==> src/rtl/cic_decimator_pkg.sv <==
// Shared defaults and width helper for the I/Q CIC decimator.
package cic_decimator_pkg;

   localparam int CIC_N_STAGES = 3;
   localparam int CIC_DECIM    = 64;
   localparam int CIC_IN_W     = 16;
   localparam int CIC_OUT_W    = 16;

   // Register growth of an N-stage, ratio-R, delay-1 CIC is N*log2(R) bits.
   function automatic int cic_acc_w(input int in_w, input int n_stages, input int decim);
      return in_w + n_stages * $clog2(decim);
   endfunction

endpackage

==> src/rtl/cic_channel.sv <==
// Single-rail CIC datapath: pipelined integrators at the input rate, delay-1 combs at the decimated rate.
module cic_channel
   import cic_decimator_pkg::*;
#(
   parameter int N_STAGES = CIC_N_STAGES,
   parameter int IN_W     = CIC_IN_W,
   parameter int OUT_W    = CIC_OUT_W,
   parameter int ACC_W    = cic_acc_w(CIC_IN_W, CIC_N_STAGES, CIC_DECIM)
)
(
   input  logic                    CLK,
   input  logic                    RST,
   input  logic                    in_valid,
   input  logic signed [IN_W-1:0]  x,
   input  logic                    cap,
   input  logic [N_STAGES:0]       vld_pipe,
   output logic signed [OUT_W-1:0] y
);

   logic [N_STAGES-1:0][ACC_W-1:0] integ;
   logic [N_STAGES-1:0][ACC_W-1:0] int_nxt;
   logic [N_STAGES-1:0][ACC_W-1:0] comb;
   logic [N_STAGES-1:0][ACC_W-1:0] dly;
   logic [N_STAGES-1:0][ACC_W-1:0] comb_src;
   logic [ACC_W-1:0]               x_ext;
   logic [ACC_W-1:0]               cap_q;

   assign x_ext = {{(ACC_W-IN_W){x[IN_W-1]}}, x};

   // Each integrator adds the registered value of the stage before it, so the chain is pipelined.
   always_comb begin
      int_nxt    = '0;
      int_nxt[0] = integ[0] + x_ext;
      for (int k = 1; k < N_STAGES; k++)
         int_nxt[k] = integ[k] + integ[k-1];
   end

   always_comb begin
      comb_src    = '0;
      comb_src[0] = cap_q;
      for (int k = 1; k < N_STAGES; k++)
         comb_src[k] = comb[k-1];
   end

   always_ff @(posedge CLK) begin
      if (RST) begin
         integ <= '0;
         comb  <= '0;
         dly   <= '0;
         cap_q <= '0;
         y     <= '0;
      end else begin
         if (in_valid)
            integ <= int_nxt;
         if (cap)
            cap_q <= int_nxt[N_STAGES-1];
         // Combs step one stage per clock behind the shared valid token, regardless of in_valid.
         for (int k = 0; k < N_STAGES; k++) begin
            if (vld_pipe[k]) begin
               comb[k] <= comb_src[k] - dly[k];
               dly[k]  <= comb_src[k];
            end
         end
         if (vld_pipe[N_STAGES])
            y <= comb[N_STAGES-1][ACC_W-1 -: OUT_W];
      end
   end

endmodule

==> src/rtl/cic_decimator.sv <==
// I/Q CIC decimator: shared decimation counter and valid pipeline driving two identical channels.
module cic_decimator
   import cic_decimator_pkg::*;
#(
   parameter int N_STAGES = CIC_N_STAGES,
   parameter int DECIM    = CIC_DECIM,
   parameter int IN_W     = CIC_IN_W,
   parameter int OUT_W    = CIC_OUT_W
)
(
   input  logic                    CLK,
   input  logic                    RST,
   input  logic                    in_valid,
   input  logic signed [IN_W-1:0]  I_in,
   input  logic signed [IN_W-1:0]  Q_in,
   output logic signed [OUT_W-1:0] I_out,
   output logic signed [OUT_W-1:0] Q_out,
   output logic                    out_valid
);

   localparam int ACC_W = cic_acc_w(IN_W, N_STAGES, DECIM);
   localparam int CNT_W = $clog2(DECIM);
   localparam logic [CNT_W-1:0] CNT_LAST = CNT_W'(DECIM-1);

   logic [CNT_W-1:0]           count;
   logic                       cap;
   // bit 0: capture, bits 1..N_STAGES: comb stages, top bit: output register
   logic [N_STAGES+1:0]        vld_pipe;
   logic [1:0][IN_W-1:0]       x_lane;
   logic [1:0][OUT_W-1:0]      y_lane;

   assign cap = in_valid && (count == CNT_LAST);

   always_ff @(posedge CLK) begin
      if (RST) begin
         count    <= '0;
         vld_pipe <= '0;
      end else begin
         if (in_valid)
            count <= (count == CNT_LAST) ? '0 : count + 1'b1;
         vld_pipe <= {vld_pipe[N_STAGES:0], cap};
      end
   end

   assign out_valid = vld_pipe[N_STAGES+1];
   assign x_lane[0] = I_in;
   assign x_lane[1] = Q_in;

   for (genvar c = 0; c < 2; c++) begin : g_chan
      cic_channel #(
         .N_STAGES(N_STAGES),
         .IN_W    (IN_W),
         .OUT_W   (OUT_W),
         .ACC_W   (ACC_W)
      ) u_chan (
         .CLK     (CLK),
         .RST     (RST),
         .in_valid(in_valid),
         .x       (x_lane[c]),
         .cap     (cap),
         .vld_pipe(vld_pipe[N_STAGES:0]),
         .y       (y_lane[c])
      );
   end

   assign I_out = y_lane[0];
   assign Q_out = y_lane[1];

endmodule

==> config.mk <==
export PLATFORM = sky130hd
export DESIGN_NAME = cic_decimator
export DESIGN_NICKNAME = d
export VERILOG_FILES = /design/src/rtl/cic_decimator_pkg.sv /design/src/rtl/cic_channel.sv /design/src/rtl/cic_decimator.sv
export SDC_FILE = /design/constraint.sdc
export NUM_CORES = 2
export LEC_CHECK = 0
export BUFFER_PORTS_ARGS = -buffer_cell sky130_fd_sc_hd__buf_2
export CAP_MARGIN = 20
export CORE_MARGIN = 10
export CORE_UTILIZATION = 34
export DETAILED_ROUTE_END_ITERATION = 12
export GPL_TIMING_DRIVEN = 1
export PLACE_DENSITY = 0.48
export SYNTH_ARGS = -nofsm -noshare
export SYNTH_HDL_FRONTEND = slang
export SYNTH_SLANG_ARGS = --single-unit
export TNS_END_PERCENT = 1
==> constraint.sdc <==
create_clock -name CLK -period 8.1 [get_ports CLK]
set_input_delay 0.405 -clock CLK [delete_from_list [all_inputs] [get_ports CLK]]
set_output_delay 0.405 -clock CLK [all_outputs]
set_load 0.02 [all_outputs]
### Word level (Yosys, flattened, before mapping)

Index checks and enable logic that the tools add are counted.
W data, S select, Z words.

| storage, ports and cells | value |
|---|---|
| register bits | 723 |
| bits in latches | 0 |
| bits in writable memories | 0 |
| logic and storage cells | 40 |
| memories kept | 0 |
| bits in read-only memories | 0 |
| output and inout port bits | 33 |

| operators by class | value |
|---|---|
| equality and inequality tests | 1 |
| multiplexer cells | 1 |
| shift operators | 0 |
| reduce and logical (&&, ||, !) cells | 1 |
| div/mod/pow operators | 0 |
| $lt $le $gt $ge | 0 |
| bitwise operators | 0 |
| $add $sub $neg | 13 |
| multipliers | 0 |

Operator list:

| kind | number |
|---|---|
| $add A34 B34 Y34 | 6 |
| $sub A34 B34 Y34 | 6 |
| $add A6 B1 Y6 const B | 1 |
| $eq A6 B6 Y1 const B | 1 |
| $mux W6 | 1 |
| $logic_and A1 B1 Y1 | 1 |

### Longest topological paths before layout

| depth | value |
|---|---|
| depth in word-level cells | 2 |
| mapped depth | 14 |
| depth with buffers taken out | 14 |

### Hierarchy

A second synthesis with hierarchy kept.

| second synthesis, totals | value |
|---|---|
| cell total of the unflattened synthesis | 5079 |
| area total of the unflattened synthesis | 43210.2 µm² |

By module, submodules not included:

| module | sequential area each (µm²) | cells an instance | times used | area each (µm²) |
|---|---|---|---|---|
| cic_channel (g_chan[1].u_chan) | 6766.5 | 2538 | 1 | 21456.8 |
| cic_channel (g_chan[0].u_chan) | 6766.5 | 2501 | 1 | 21344.2 |
| cic_decimator | 220.2 | 40 | 1 | 409.1 |

### Worst setup path after synthesis

OpenSTA, ideal clock, no wires.

| timing | value |
|---|---|
| path type | register to register |
| start point | register g_chan[0].u_chan.comb[0] (netlist name) |
| end point | register g_chan[0].u_chan.comb[56] (netlist name) |
| setup time | 0.122 ns |
| setup slack | 5.017 ns |
| period minus slack after synthesis | 3.083 ns |
| path buffers | 0 |
| stages on the path, launching flop included | 15 |
| data arrival time | 2.961 ns |
| cells stage by stage | dfxtp_1 -> inv_1 -> ha_1 -> inv_1 -> fa_1 -> a21o_1 -> a31oi_1 -> o21ai_0 -> a31oi_1 -> o21ai_1 -> o21ai_0 -> a21boi_0 -> o21ai_0 -> mux2_2 -> a311o_1 |

| on the way | value |
|---|---|
| word-level cells in the longest chain between the ends | 1 |

Ends and longest elaborated chain:

| element | line | source |
|---|---|---|
| from (decl) | cic_channel.sv:22 | `logic [N_STAGES-1:0][ACC_W-1:0] comb;` |
| from (signal, indexed assignment) | cic_channel.sv:60 | `comb[k] <= comb_src[k] - dly[k];` |
| $sub A34 B34 Y34 | cic_channel.sv:60 |  |

No other way between the ends.
A chain may end at the register's enable or synchronous reset.

### Worst setup path in the final report

| timing | value |
|---|---|
| start point | register g_chan[0].u_chan.integ[34] (netlist name) |
| end point | register g_chan[0].u_chan.integ[100] (netlist name) |

| on the way | value |
|---|---|
| word-level cells in the longest chain between the ends | 1 |

Ends and longest elaborated chain:

| element | line | source |
|---|---|---|
| from (decl) | cic_channel.sv:20 | `logic [N_STAGES-1:0][ACC_W-1:0] integ;` |
| from (signal assigned) | cic_channel.sv:54 | `integ <= int_nxt;` |
| $add A34 B34 Y34 | cic_channel.sv:35 | `int_nxt[k] = integ[k] + integ[k-1];` |

No other way between the ends.

==> run metrics <==
status=finished clean; Mapped Cells=5186; Worst Tran Pin Value=1.05 ns; Starting DRT DRC Count=1781; Slew Viols, Final=0; Worst setup EP type=flop; RSZ-0062 raised after global routing=false; GR met2 Demand/Resource=about a fifth; Core Area=roughly 130000 sq um; main combinational cell family by area after synthesis=compound AO/OA/AOI/OAI gates; first-pass GRT wire length=170 mm; xor/xnor share of the synthesized area=6.47%; path depth of the worst reg2reg path=12; layout filler cell count=approximately 13k; final hold violations=0; clock sink count=about 690; Ports=68; final wirelength=100 mm; Initial Util=34.2%; Port Buffers=67; Final period util=44.9%; Most Used Layer, Global Route=met2; total power draw=0.00902 W; setup ws final=4.46 ns; pre-CTS setup slack=around 4.4 ns; routability cong.=0.828; maximum clock frequency=275 MHz; antenna-violating nets left=0; largest net degree at the start of global routing=199; Max-Cap Viols=0; Nets=5575; Clk Latency, worst-skew pair=between 0.6 and 0.7 ns; die area=141000 sq um; die width=376 um; commonest cells after routing, fill and taps aside=685 x nor2_1, 683 x dfxtp_1, 403 x nand2_1; crit-path max FO=3; Yosys warnings=0; Synth Area in Compound Gates=about a fifth; setup TNS=0 ns; slew margin rel.=29.6%; Num CTS Buffers=84; overall routing resource usage=13.9%; Final Critical Period=3.64 ns; count of state elements after synthesis=687; vias per cell=4.96; Worst VDD drop=0.124 mV; grt met1 use=20.8%; Post-Synth Simple-Gate Area=approximately 15%; post-DR wirelength/cell=14.6 um; clock-pin slew on the worst setup and hold paths=0.06 ns; total number of vias=34.0k; Netlist cell types=90; Pwr Density=about 190 nW/um^2; Post-Syn Area per Cell=8.30 sq um; adder-cell share of the synthesized area=12.0%; cell count of the worst hold path=4; Post-synth ARST share=0%; Initial DRT Pass Iterations=5; htree depth=3; post-synthesis mux area share=9.38%; clock tree from TritonCTS=done; final-report setup violation count=0; vias in the first global route=32.9k; Residual DRC=0; total grt overflow=0; clk_skew=0.0280 ns; Hold-fix buffers, CTS=0; Net Count, Synth=roughly 5.6k; kind of critical path=reg -> reg; CTS root buf=clkbuf_16; setup bufs post-CTS=0; FP Rows=130; CP required=8.64 ns; CTS max path bufs=3; ys flop type=dfxtp_1; post-synthesis instance area=43000 sq um; post-route cell area=47700 sq um; Seq/Total Area, Yosys=32.0%; placed instance area=44800 sq um; placed wire-length estimate=71.9 mm; Antenna diodes=0; arrival time at the worst endpoint=4.18 ns; M3 GR Usage=1.75%; Static Leakage=20.1 nW; most common cell after layout, fill and taps aside=nor2_1; post-CTS resize count=0; min-delay worst type=in -> reg; DIE HEIGHT=376 um; layout cell share with drive strength beyond 1=5.40%; CP Launch Type=flop; area grow syn2layout=10.8%; initial antenna violation count=0; Post-synth EDFFs=0
Yosys cell counts (all sizes together) (9+ instances only):
library cell  number  area [sq um]
a211o             18           158
nor2             688          2580
nor2b             51           322
fa                10           200
mux2i            402          4020
o31a              10          87.6
dfxtp            687         13800
o21ai            266          1340
o211ai            24           180
clkbuf           170           638
nor3              64           320
a211oi            81           628
a21o             218          1640
o22ai             18           113
nor4              10          62.6
a311o             10           100
a21oi            398          1990
a21boi             9          67.6
o21bai            47           353
nand3b             9          67.6
a22o              20           175
o21a              50           375
o31ai             16           130
or3               16           100
and2              19           119
nand2            403          1510
nand3             79           395
xnor2            202          1770
a41oi             13           136
nand4             44           275
buf               53           203
ha               395          4940
a221oi            10           100
inv              292          1100
nor3b             10          80.1
and3              46           288
xor2             116          1020
nand2b            41           257
a31oi             53           359
logic make-up (layout without fill, tap and decap cells):
| logic type | after synthesis | in the layout |
|---|---|---|
| AO/OA/AOI/OAI | 1351 | 1351 |
| buffers and inverters | 518 | 537 |
| adder cells (fa/ha/maj) | 405 | 405 |
| XOR/XNOR | 318 | 318 |
| flip-flops | 687 | 687 |
| multiplexers | 403 | 403 |
| AND/OR/NAND/NOR | 1504 | 1504 |
worst max-delay path: stages, from the launching register on:
cell       delay [ns]
dfxtp_1          0.36
ha_1             0.20
inv_1            0.06
fa_1             0.40
nor2b_1          0.13
o21a_1           0.13
o21ai_0          0.14
a211oi_1         0.55
o31ai_1          0.18
a2111oi_0        0.76
o2111a_1         0.27
o21ai_0          0.13
a32o_1           0.24
state kept, by name, summed over array words and instances (netlist names):
signal,count
g_chan.u_chan.cap_q,68
g_chan.u_chan.y,32
g_chan.u_chan.dly,204
g_chan.u_chan.comb,168
g_chan.u_chan.integ,204
vld_pipe,5
count,6
path summary, 6_finish.rpt:
path | from | endpoint | slack (ns)
worst max-delay path | g_chan[0].u_chan.integ[34]$_SDFFE_PP0P_ | g_chan[0].u_chan.integ[100]$_SDFFE_PP0P_ | 4.46
worst min-delay path | Q_in[0] | g_chan[1].u_chan.integ[0]$_SDFFE_PP0P_ | 0.14
worst max register to register | g_chan[0].u_chan.integ[34]$_SDFFE_PP0P_ | g_chan[0].u_chan.integ[100]$_SDFFE_PP0P_ | 4.46
worst min register to register | g_chan[1].u_chan.comb[98]$_SDFFE_PP0P_ | g_chan[1].u_chan.comb[98]$_SDFFE_PP0P_ | 0.46
metal layers:
layer	up-vias	part of all wire (%)
li1	18300	-
met1	15300	55
met2	338	41
met3	98	2.7
met4	0	1.6
met5	-	0
per-stage QoR:
step	util, %	std cells	hold slack, ns
after floorplan	-	5186	0.422
after global placement	35.6	6699	0.439
after detailed placement	35.6	6699	0.445
after CTS	37.9	6855	0.0832
after global routing	37.9	6855	0.136
final	37.9	6855	0.137
report_power, final:
part           internal, W  switching, W  leakage (nW)
Sequential         0.00351      0.000146          5.56
Clock              0.00234       0.00156          1.40
Combinational     0.000606      0.000862          13.1
layout make-up:
type / count / area, sq um / area share (%)
Clock buffer: 115 / 2430 / 5.10
Clock inverter: 41 / 459 / 0.963
Inverter: 295 / 1110 / 2.32
Multi-Input combinational cell: 3981 / 27300 / 57.3
Sequential cell: 687 / 13800 / 28.9
Tap cell: 1650 / 2060 / 4.33
Timing Repair Buffer: 86 / 519 / 1.09
Power figures use the tool's default switching activity.
